--- src/rtl/seq_mem_ctrl_pkg.sv ---
// Purpose: shared defaults, FSM state encoding and command arbitration for
//          the game-sequence RAM controller.
// Contents: SMC_* size defaults, state_e, cmd_e, cmd_select().
package seq_mem_ctrl_pkg;

  localparam int unsigned SMC_DEPTH = 16;  // RAM entries / max sequence length
  localparam int unsigned SMC_AW    = 4;   // RAM address width
  localparam int unsigned SMC_DW    = 4;   // width of one move
  localparam int unsigned SMC_GAP   = 4;   // hold cycles per played item

  typedef enum logic [3:0] {
    ST_IDLE      = 4'd0,
    ST_CLR       = 4'd1,
    ST_APP       = 4'd2,
    ST_PLAY_RD   = 4'd3,
    ST_PLAY_CAP  = 4'd4,
    ST_PLAY_HOLD = 4'd5,
    ST_CHK_RD    = 4'd6,
    ST_CHK_CMP   = 4'd7,
    ST_DONE      = 4'd8
  } state_e;

  // Ordered by priority: the earliest non-NONE entry wins.
  typedef enum logic [2:0] {
    CMD_NONE   = 3'd0,
    CMD_CLEAR  = 3'd1,
    CMD_APPEND = 3'd2,
    CMD_PLAY   = 3'd3,
    CMD_CHECK  = 3'd4
  } cmd_e;

  // Resolve simultaneous command pulses: clear > append > play > check.
  function automatic cmd_e cmd_select(input logic clr, input logic app,
                                      input logic ply, input logic chk);
    cmd_e sel;
    sel = CMD_NONE;
    if (clr)      sel = CMD_CLEAR;
    else if (app) sel = CMD_APPEND;
    else if (ply) sel = CMD_PLAY;
    else if (chk) sel = CMD_CHECK;
    return sel;
  endfunction

endpackage

--- src/rtl/seq_mem_ctrl_hold_timer.sv ---
// Purpose: GAP-cycle down-counter that times how long a played-back item is
//          presented.
// Ports:
//   clk, reset_n  clock, async active-low reset
//   i_load        reload the counter so that expiry happens GAP cycles later
//   o_expire_c    combinational: high in the last cycle of the hold window
module seq_mem_ctrl_hold_timer
  import seq_mem_ctrl_pkg::*;
#(
  parameter int unsigned GAP = SMC_GAP
) (
  input  logic clk,
  input  logic reset_n,
  input  logic i_load,
  output logic o_expire_c
);

  localparam int unsigned TW = (GAP > 1) ? $clog2(GAP) : 1;

  logic [TW-1:0] r_cnt;

  // Load with GAP-1 so that the counts GAP-1..0 span exactly GAP cycles.
  always_ff @(posedge clk or negedge reset_n) begin
    if (!reset_n) begin
      r_cnt <= '0;
    end else if (i_load) begin
      r_cnt <= TW'(GAP - 1);
    end else if (r_cnt != '0) begin
      r_cnt <= r_cnt - 1'b1;
    end
  end

  assign o_expire_c = (r_cnt == '0);

endmodule

--- src/rtl/seq_mem_ctrl.sv ---
// Purpose: owner of the single port of the game-sequence RAM. Executes clear,
//          append, play-back and check commands from the game FSM, tracks the
//          sequence length and check pointer, and absorbs the one-cycle RAM
//          read latency.
// Ports:
//   clk, reset_n                         clock, async active-low reset
//   cmd_clear/append/play/check          start pulses, taken only when idle
//   din                                  move for append/check
//   busy, done                           command in progress / end pulse
//   err_full                             append refused, sequence full
//   len                                  current sequence length 0..DEPTH
//   play_valid/play_data/play_last       play-back stream
//   chk_match/chk_mismatch/chk_last      check result pulses
//   ram_we/ram_addr/ram_din/ram_q        RAM port (q valid one cycle after addr)
module seq_mem_ctrl
  import seq_mem_ctrl_pkg::*;
#(
  parameter int unsigned DEPTH = SMC_DEPTH,
  parameter int unsigned AW    = SMC_AW,
  parameter int unsigned DW    = SMC_DW,
  parameter int unsigned GAP   = SMC_GAP
) (
  input  logic          clk,
  input  logic          reset_n,
  input  logic          cmd_clear,
  input  logic          cmd_append,
  input  logic          cmd_play,
  input  logic          cmd_check,
  input  logic [DW-1:0] din,
  output logic          busy,
  output logic          done,
  output logic          err_full,
  output logic [AW:0]   len,
  output logic          play_valid,
  output logic [DW-1:0] play_data,
  output logic          play_last,
  output logic          chk_match,
  output logic          chk_mismatch,
  output logic          chk_last,
  output logic          ram_we,
  output logic [AW-1:0] ram_addr,
  output logic [DW-1:0] ram_din,
  input  logic [DW-1:0] ram_q
);

  localparam int unsigned LW = AW + 1;

  state_e        r_state;
  logic          r_busy;
  logic          r_done;
  logic          r_err_full;
  logic [LW-1:0] r_len;
  logic          r_play_valid;
  logic [DW-1:0] r_play_data;
  logic          r_play_last;
  logic          r_chk_match;
  logic          r_chk_mismatch;
  logic          r_chk_last;
  logic          r_ram_we;
  logic [AW-1:0] r_ram_addr;
  logic [DW-1:0] r_ram_din;
  logic [DW-1:0] r_din_q;
  logic [AW-1:0] r_chk_ptr;
  logic [AW-1:0] r_idx;

  cmd_e          w_cmd;
  logic          w_full;
  logic          w_empty;
  logic [LW-1:0] w_len_m1;
  logic          w_timer_load;
  logic          w_timer_expire;

  assign w_cmd        = cmd_select(cmd_clear, cmd_append, cmd_play, cmd_check);
  assign w_full       = (r_len == LW'(DEPTH));
  assign w_empty      = (r_len == '0);
  assign w_len_m1     = r_len - LW'(1);
  assign w_timer_load = (r_state == ST_PLAY_CAP);

  // Hold window for each played item starts on the cycle after capture.
  seq_mem_ctrl_hold_timer #(
    .GAP(GAP)
  ) u_hold_timer (
    .clk       (clk),
    .reset_n   (reset_n),
    .i_load    (w_timer_load),
    .o_expire_c(w_timer_expire)
  );

  // Controller FSM; every output is a register updated here.
  always_ff @(posedge clk or negedge reset_n) begin
    if (!reset_n) begin
      r_state        <= ST_IDLE;
      r_busy         <= 1'b0;
      r_done         <= 1'b0;
      r_err_full     <= 1'b0;
      r_len          <= '0;
      r_play_valid   <= 1'b0;
      r_play_data    <= '0;
      r_play_last    <= 1'b0;
      r_chk_match    <= 1'b0;
      r_chk_mismatch <= 1'b0;
      r_chk_last     <= 1'b0;
      r_ram_we       <= 1'b0;
      r_ram_addr     <= '0;
      r_ram_din      <= '0;
      r_din_q        <= '0;
      r_chk_ptr      <= '0;
      r_idx          <= '0;
    end else begin
      // Result flags are single-cycle pulses; they are raised only on the
      // edge that enters DONE.
      r_done         <= 1'b0;
      r_err_full     <= 1'b0;
      r_chk_match    <= 1'b0;
      r_chk_mismatch <= 1'b0;
      r_chk_last     <= 1'b0;

      case (r_state)
        ST_IDLE: begin
          if (w_cmd != CMD_NONE) begin
            r_din_q <= din;
          end
          case (w_cmd)
            CMD_CLEAR: begin
              r_busy     <= 1'b1;
              r_state    <= ST_CLR;
              r_ram_we   <= 1'b1;
              r_ram_addr <= '0;
              r_ram_din  <= '0;
            end
            CMD_APPEND: begin
              r_busy  <= 1'b1;
              r_state <= ST_APP;
              // A full sequence still spends the APP cycle, just without a write.
              if (!w_full) begin
                r_ram_we   <= 1'b1;
                r_ram_addr <= r_len[AW-1:0];
                r_ram_din  <= din;
              end
            end
            CMD_PLAY: begin
              if (w_empty) begin
                r_done    <= 1'b1;
                r_chk_ptr <= '0;
                r_state   <= ST_DONE;
              end else begin
                r_busy     <= 1'b1;
                r_state    <= ST_PLAY_RD;
                r_idx      <= '0;
                r_ram_addr <= '0;
              end
            end
            CMD_CHECK: begin
              if (w_empty) begin
                r_done         <= 1'b1;
                r_chk_mismatch <= 1'b1;
                r_chk_ptr      <= '0;
                r_state        <= ST_DONE;
              end else begin
                r_busy     <= 1'b1;
                r_state    <= ST_CHK_RD;
                r_ram_addr <= r_chk_ptr;
              end
            end
            default: ;
          endcase
        end

        // Sweep every address writing zero; the address register is the counter.
        ST_CLR: begin
          if (r_ram_addr == AW'(DEPTH - 1)) begin
            r_ram_we   <= 1'b0;
            r_ram_addr <= '0;
            r_len      <= '0;
            r_chk_ptr  <= '0;
            r_busy     <= 1'b0;
            r_done     <= 1'b1;
            r_state    <= ST_DONE;
          end else begin
            r_ram_addr <= r_ram_addr + 1'b1;
          end
        end

        ST_APP: begin
          r_ram_we   <= 1'b0;
          r_ram_addr <= '0;
          r_ram_din  <= '0;
          if (w_full) begin
            r_err_full <= 1'b1;
          end else begin
            r_len <= r_len + 1'b1;
          end
          r_busy  <= 1'b0;
          r_done  <= 1'b1;
          r_state <= ST_DONE;
        end

        // Address is presented this cycle; the RAM samples it at the edge.
        ST_PLAY_RD: begin
          r_state <= ST_PLAY_CAP;
        end

        ST_PLAY_CAP: begin
          r_play_data  <= ram_q;
          r_play_valid <= 1'b1;
          r_play_last  <= ({1'b0, r_idx} == w_len_m1);
          r_state      <= ST_PLAY_HOLD;
        end

        ST_PLAY_HOLD: begin
          if (w_timer_expire) begin
            r_play_valid <= 1'b0;
            r_play_last  <= 1'b0;
            if (r_play_last) begin
              r_ram_addr <= '0;
              r_chk_ptr  <= '0;
              r_busy     <= 1'b0;
              r_done     <= 1'b1;
              r_state    <= ST_DONE;
            end else begin
              r_idx      <= r_idx + 1'b1;
              r_ram_addr <= r_idx + 1'b1;
              r_state    <= ST_PLAY_RD;
            end
          end
        end

        ST_CHK_RD: begin
          r_state <= ST_CHK_CMP;
        end

        // Matching the final stored move wraps the pointer for the next round.
        ST_CHK_CMP: begin
          r_ram_addr <= '0;
          if (ram_q == r_din_q) begin
            r_chk_match <= 1'b1;
            if ({1'b0, r_chk_ptr} == w_len_m1) begin
              r_chk_last <= 1'b1;
              r_chk_ptr  <= '0;
            end else begin
              r_chk_ptr <= r_chk_ptr + 1'b1;
            end
          end else begin
            r_chk_mismatch <= 1'b1;
            r_chk_ptr      <= '0;
          end
          r_busy  <= 1'b0;
          r_done  <= 1'b1;
          r_state <= ST_DONE;
        end

        ST_DONE: begin
          r_state <= ST_IDLE;
        end

        default: begin
          r_state <= ST_IDLE;
        end
      endcase
    end
  end

  assign busy         = r_busy;
  assign done         = r_done;
  assign err_full     = r_err_full;
  assign len          = r_len;
  assign play_valid   = r_play_valid;
  assign play_data    = r_play_data;
  assign play_last    = r_play_last;
  assign chk_match    = r_chk_match;
  assign chk_mismatch = r_chk_mismatch;
  assign chk_last     = r_chk_last;
  assign ram_we       = r_ram_we;
  assign ram_addr     = r_ram_addr;
  assign ram_din      = r_ram_din;

endmodule

--- config.mk ---
export PLATFORM = sky130hd
export DESIGN_NAME = seq_mem_ctrl
export DESIGN_NICKNAME = d
export VERILOG_FILES = /design/src/rtl/seq_mem_ctrl_pkg.sv /design/src/rtl/seq_mem_ctrl_hold_timer.sv /design/src/rtl/seq_mem_ctrl.sv
export SDC_FILE = /design/constraint.sdc
export NUM_CORES = 1
export LEC_CHECK = 0
export ABC_CLOCK_PERIOD_IN_PS = 3300
export CAP_MARGIN = 40
export CORE_ASPECT_RATIO = 0.6
export CORE_UTILIZATION = 30
export DETAILED_ROUTE_END_ITERATION = 10
export PLACE_DENSITY = 0.47
export SYNTH_ARGS = -nofsm -noshare
export SYNTH_HDL_FRONTEND = slang
export SYNTH_SLANG_ARGS = --single-unit
--- constraint.sdc ---
create_clock -name clk -period 3.3 [get_ports clk]
set_input_delay 0.33 -clock clk [delete_from_list [all_inputs] [get_ports clk]]
set_output_delay 0.33 -clock clk [all_outputs]
set_load 0.03 [all_outputs]
# --- Word level (Yosys, flattened, before mapping) ---
# Cells that the tools add are included.
totals:
  inputBits: 14
  reg_bits: 44
  output_inout_bits: 26
op_classes:
  n_addsub: 6
  muxes: 67
  eq_ne: 32
  reduce_logical: 26
ops:
  columns: ["cell", "count"]
  rows:
  - ["2-to-1 mux 4 bit", 22]
  - ["one-hot mux 4 bit (4 select lines)", 4]
  - ["one-hot mux 4 bit (7 select lines)", 1]
  - ["one-hot mux 4 bit (2 select lines)", 3]
  - ["2-to-1 mux 1 bit", 20]
  - ["AND reduction 6 bit", 3]
  - ["equality test 4 x 3 -> 1 bit (second input constant)", 4]
  - ["inequality test 3 bit (second input constant)", 5]
  - ["inequality test 2 bit (second input constant)", 7]
  - ["adder 4 x 1 -> 4 bit (second input constant)", 3]
  - ["2-to-1 mux 3 bit", 4]
  - ["nonzero test 2 bit", 6]
  - ["equality test 4 x 5 -> 1 bit", 2]
  - ["2-to-1 mux 5 bit", 2]
  - ["one-hot mux 1 bit (2 select lines)", 5]
  - ["one-hot mux 5 bit (2 select lines)", 1]
  - ["AND reduction 3 bit", 3]
  - ["equality test 4 x 2 -> 1 bit (second input constant)", 2]
  - ["one-hot mux 1 bit (4 select lines)", 2]
  - ["nonzero test 4 bit", 2]
  - ["equality test 3 x 2 -> 1 bit (second input constant)", 2]
  - ["nonzero test 3 bit", 2]
  - ["OR reduction 2 bit", 3]
  - ["adder 5 x 1 -> 5 bit (second input constant)", 1]
  - ["19 further kinds", 22]

# --- Longest topological paths before layout ---
depth:
  ltp_word: 8
  ltp_mapped: 8
  depth_no_buf: 7

# --- Hierarchy ---
# A second synthesis with hierarchy kept.
unflattened:
  hier_cells: 284
  area_unflattened_um2: 2626.3
modules_own_cells:
  columns: ["mod", "cells_per_inst", "n_inst", "seq_area_each_um2", "area_per_inst_um2"]
  rows:
  - ["seq_mem_ctrl", 275, 1, 1051.0, 2528.7]
  - ["seq_mem_ctrl_hold_timer", 9, 1, 50.0, 97.6]

# --- Worst setup path after synthesis ---
# No wires, ideal clock.
synth_timing:
  path_type: "register to register"
  start: "reg r_len[0], in the netlist len[0]"
  end: "reg r_chk_ptr[2]"
  period_less_slack_ns: 2.481
  t_required_ns: 3.182
  t_arrival_ns: 2.363
  stages_incl_launch_ff: 9
  path_slack_ns: 0.819
  path_cell_list: "dfrtp_1 > clkbuf_1 > inv_1 > ha_1 > or4b_2 > nor3_1 > o21ai_0 > o21bai_1 > a21o_1"
synth_between:
  elab_chain_cells: 5
  word_cells_on_any_way: 8
synth_lines:
  columns: ["element", "line", "text"]
  rows:
  - ["from (decl)", "seq_mem_ctrl.sv:52", "logic [LW-1:0] r_len;"]
  - ["from (signal assigned)", "seq_mem_ctrl.sv:191", "r_len <= r_len + 1'b1;"]
  - ["subtractor 5 x 1 -> 5 bit", "seq_mem_ctrl.sv:76", "assign w_len_m1 = r_len - LW'(1);"]
  - ["equality test 4 x 5 -> 1 bit", "seq_mem_ctrl.sv:237", "if ({1'b0, r_chk_ptr} == w_len_m1) begin"]
  - ["2-to-1 mux 4 bit", "seq_mem_ctrl.sv:237", null]
  - ["2-to-1 mux 4 bit", "seq_mem_ctrl.sv:235", "if (ram_q == r_din_q) begin"]
  - ["one-hot mux 4 bit (4 select lines)", "seq_mem_ctrl.sv:118", "case (r_state)"]
  - ["to (signal assigned)", "seq_mem_ctrl.sv:241", "r_chk_ptr <= r_chk_ptr + 1'b1;"]
  - ["to (decl)", "seq_mem_ctrl.sv:63", "logic [AW-1:0] r_chk_ptr;"]
# Parallel ways exist; a longest one is shown, timed or not.
# A chain may end at the register's enable or synchronous reset.

# --- Worst setup path in the final report ---
# Ends and elaborated chain as after synthesis.

==> results.sh <==
export IMPL_outcome="completed"
export IMPL_drt_iter0_drc=203
export IMPL_fin_util_pct=40.37
export IMPL_wl_um=7223
export IMPL_arrival_ns=2.77
export IMPL_numCtsBuffers=5
export IMPL_fmax_mhz=385.5
export IMPL_whs_ns=0.4862
export IMPL_max_stage_delay_ns=0.70
export IMPL_period_minus_slack_ns=2.594
export IMPL_multi_input_area_sq_um=1394
export IMPL_routedWlPerCell_um=17.00
export IMPL_skew_ns=0.004690
export IMPL_synth_ff_type="dfrtp_1"
export IMPL_nets=337
export IMPL_hold_start="play_data[1]"
export IMPL_min_path_type="flip-flop to flip-flop"
export IMPL_end_kind="flip-flop"
export IMPL_syn_to_final_growth_pct=26.21
export IMPL_port_buffers=39
export IMPL_ys_types=59
export IMPL_route_antenna_remaining_nets=0
export IMPL_synth_cells=277
export IMPL_maxSlewViolCount=0
export IMPL_power_mw=2.905
export IMPL_fillCellCount=826
export IMPL_synth_area_sq_um=2611
export IMPL_antenna_cells=0
export IMPL_worst_path_max_fanout=8
export IMPL_cts_clk_slew_worst_paths_ns=0.06
export IMPL_clock_path_buffers=2
export IMPL_cts_resized=0
export IMPL_grt_ovfl_total=0
export IMPL_setup_tns_ns=0
export IMPL_fin_crit_sh_pct=78.60
export IMPL_cp_start_kind="flip-flop"
export IMPL_synth_edf_count=0
export IMPL_grtUsageTotal_pct=17.44
export IMPL_dp_slack_ns=0.7380
export IMPL_setup_viol=0
export IMPL_cts_setup_buffers=0
export IMPL_slowest_stage="or4b_2"
export IMPL_synth_top_area_cell="dfrtp_1"
export IMPL_dieArea_sq_um=9093
export IMPL_worstPathCellList="inv_1 > ha_1 > or4b_2 > nor3_1 > o21ai_0 > o21bai_1 > a21o_1"
export IMPL_slew_headroom_pct=52.61
export IMPL_finalWorstSetupSlack_ns=0.7061
export IMPL_clk_latency_ns=0.29
export IMPL_grt_max_degree=28
export IMPL_pwr_density_cell_nw_per_um2=881.6
export IMPL_drive_gt1_share_pct=7.886
export IMPL_cp_buffers_inverters=1
export IMPL_crit_family="simple AND/OR/NAND/NOR gates"
export IMPL_drv_cap=0
export IMPL_synth_area_per_cell_sq_um=9.427
export IMPL_synthTopCellsByArea="dfrtp_1 (42%), xnor2_1 (5.0%), nand2_1 (4.5%)"
export IMPL_die_x_um=122.4
export IMPL_regArea_sq_um=1101
export IMPL_initial_core_util_pct=31.98
export IMPL_synth_seq_cells=44
export IMPL_yosysSeqAreaShare_pct=42.17
export IMPL_grt_pass1_wl_um=11680
export IMPL_yosys_warnings=0
export IMPL_yosysTopAreaCellShare_pct=42.17
export IMPL_place_gp_congestion=0.8453
export IMPL_critical_path_class="flip-flop to flip-flop"
export IMPL_final_common_cell="dfrtp_1"
export IMPL_fp_dieH_um=74.27
export IMPL_vias=2207
export IMPL_ir_drop_uv=353.2
export IMPL_finalHoldViolCount=0
export IMPL_rsz0062_at_grt="false"
export IMPL_cts_sinks=44
export IMPL_cp_startpoint="len[0]"
export IMPL_synthArstFlopShare_pct=100.0
export IMPL_syn_nets=297
export IMPL_fp_coreArea_sq_um=8164
export IMPL_antenna_found_initial=0
export IMPL_hold_buffers=1
export IMPL_cts_root_buffer="clkbuf_16"
export IMPL_final_cell_mix="dfrtp_1 (44), clkdlybuf4s50_1 (38), nand2_1 (31), xnor2_1 (15)"
export IMPL_tightest_slew_ns=0.7019
export IMPL_p_leak_nw=1.382
export IMPL_io_pins=40
export IMPL_htreeDepth=2
export IMPL_std_cell_rows=25
export IMPL_required_ns=3.48
export IMPL_dpl_hpwl_um=5498
export IMPL_via_per_inst=5.193
export IMPL_r2r_slack_ns=0.71
export IMPL_drtPass1Iterations=4
export IMPL_drc=0
export IMPL_grt_pass1_vias=2074
export IMPL_timing_rr_start="len[0]"
export IMPL_cts_tree="done"
stage by stage:
stage          cells  instance area, sq um
5_1_grt          425                  3296
3_3_place_gp     416                  3113
2_1_floorplan    277                  2611
3_5_place_dp     417                  3133
6_report         425                  3296
4_1_cts          425                  3296
power breakdown:
part           switching, mW  total (mW)  leakage (nW)  internal (mW)
clock                  0.199       0.516        0.0760          0.318
sequential             0.183       0.892         0.570          0.709
combinational          0.856        1.50         0.736          0.641
total                   1.24        2.91          1.38           1.67
cell families (layout without fill, tap and decap cells):
| logic type | Yosys count | count (layout) | share of synthesized area, % |
|---|---|---|---|
| buf+inv | 28 | 68 | 4.456 |
| flops | 44 | 44 | 42.17 |
| mux | 8 | 8 | 3.402 |
| fa+ha+maj | 6 | 6 | 2.875 |
| compound gates | 61 | 61 | 16.87 |
| simple gates | 104 | 104 | 20.99 |
| xor+xnor | 26 | 26 | 9.248 |
final timing paths:
path / endpoint / cells after the start
max reg2reg: r_chk_ptr[2] / 7
max: r_chk_ptr[2] / 7
min: play_data[1] / 2
min reg2reg: play_data[1] / 2
min in group asynchronous: ram_we / 2
max in group asynchronous: play_data[2] / 3
per-layer routing:
layer | routed length (um) | share of wire, % | GRT usage (%) | up-vias
met5 | 0 | 0 | 0 | -
met4 | 60 | 0.83 | 3.659 | 0
met3 | 500 | 6.9 | 4.831 | 8
met2 | 2572 | 36 | 21.35 | 69
met1 | 4089 | 57 | 28.67 | 1046
li1 | - | - | - | 1084
flip-flops by register name, summed over array words and instances (netlist names):
name	count
len	5
play_data	4
r_chk_ptr	4
r_din_q	4
r_idx	4
r_state	4
ram_addr	4
ram_din	4
u_hold_timer.r_cnt	2
busy	1
chk_last	1
chk_match	1
chk_mismatch	1
done	1
err_full	1
play_last	1
play_valid	1
ram_we	1
final cells by class:
class                   count  share of cell area [%]
well taps                 108                   4.100
inverters                  14                   1.595
clock buffers               7                   4.632
repair buffers             47                   13.97
multi-input cells         205                   42.29
flip-flops and latches     44                   33.41
tightest hold or removal path: stages, from the launching register on:
cell	delay [ns]
dfrtp_1	0.34
nand2_1	0.05
nand2_1	0.06
cell usage after synthesis, types with 3 or more instances:
cell,number
mux2_1,3
o21ai_0,12
xnor2_1,15
o31ai_1,3
nor2_1,14
a21oi_1,7
nor2b_1,10
dfrtp_1,44
nor3_1,8
clkbuf_1,10
inv_1,14
mux2_2,4
buf_2,3
xor2_1,10
nand3_1,13
a22oi_1,6
nand4_1,3
or4_1,4
nand2_1,31
o22ai_1,3
ha_1,6
and3_1,4
Note: power is estimated with default switching activity, not from simulation.
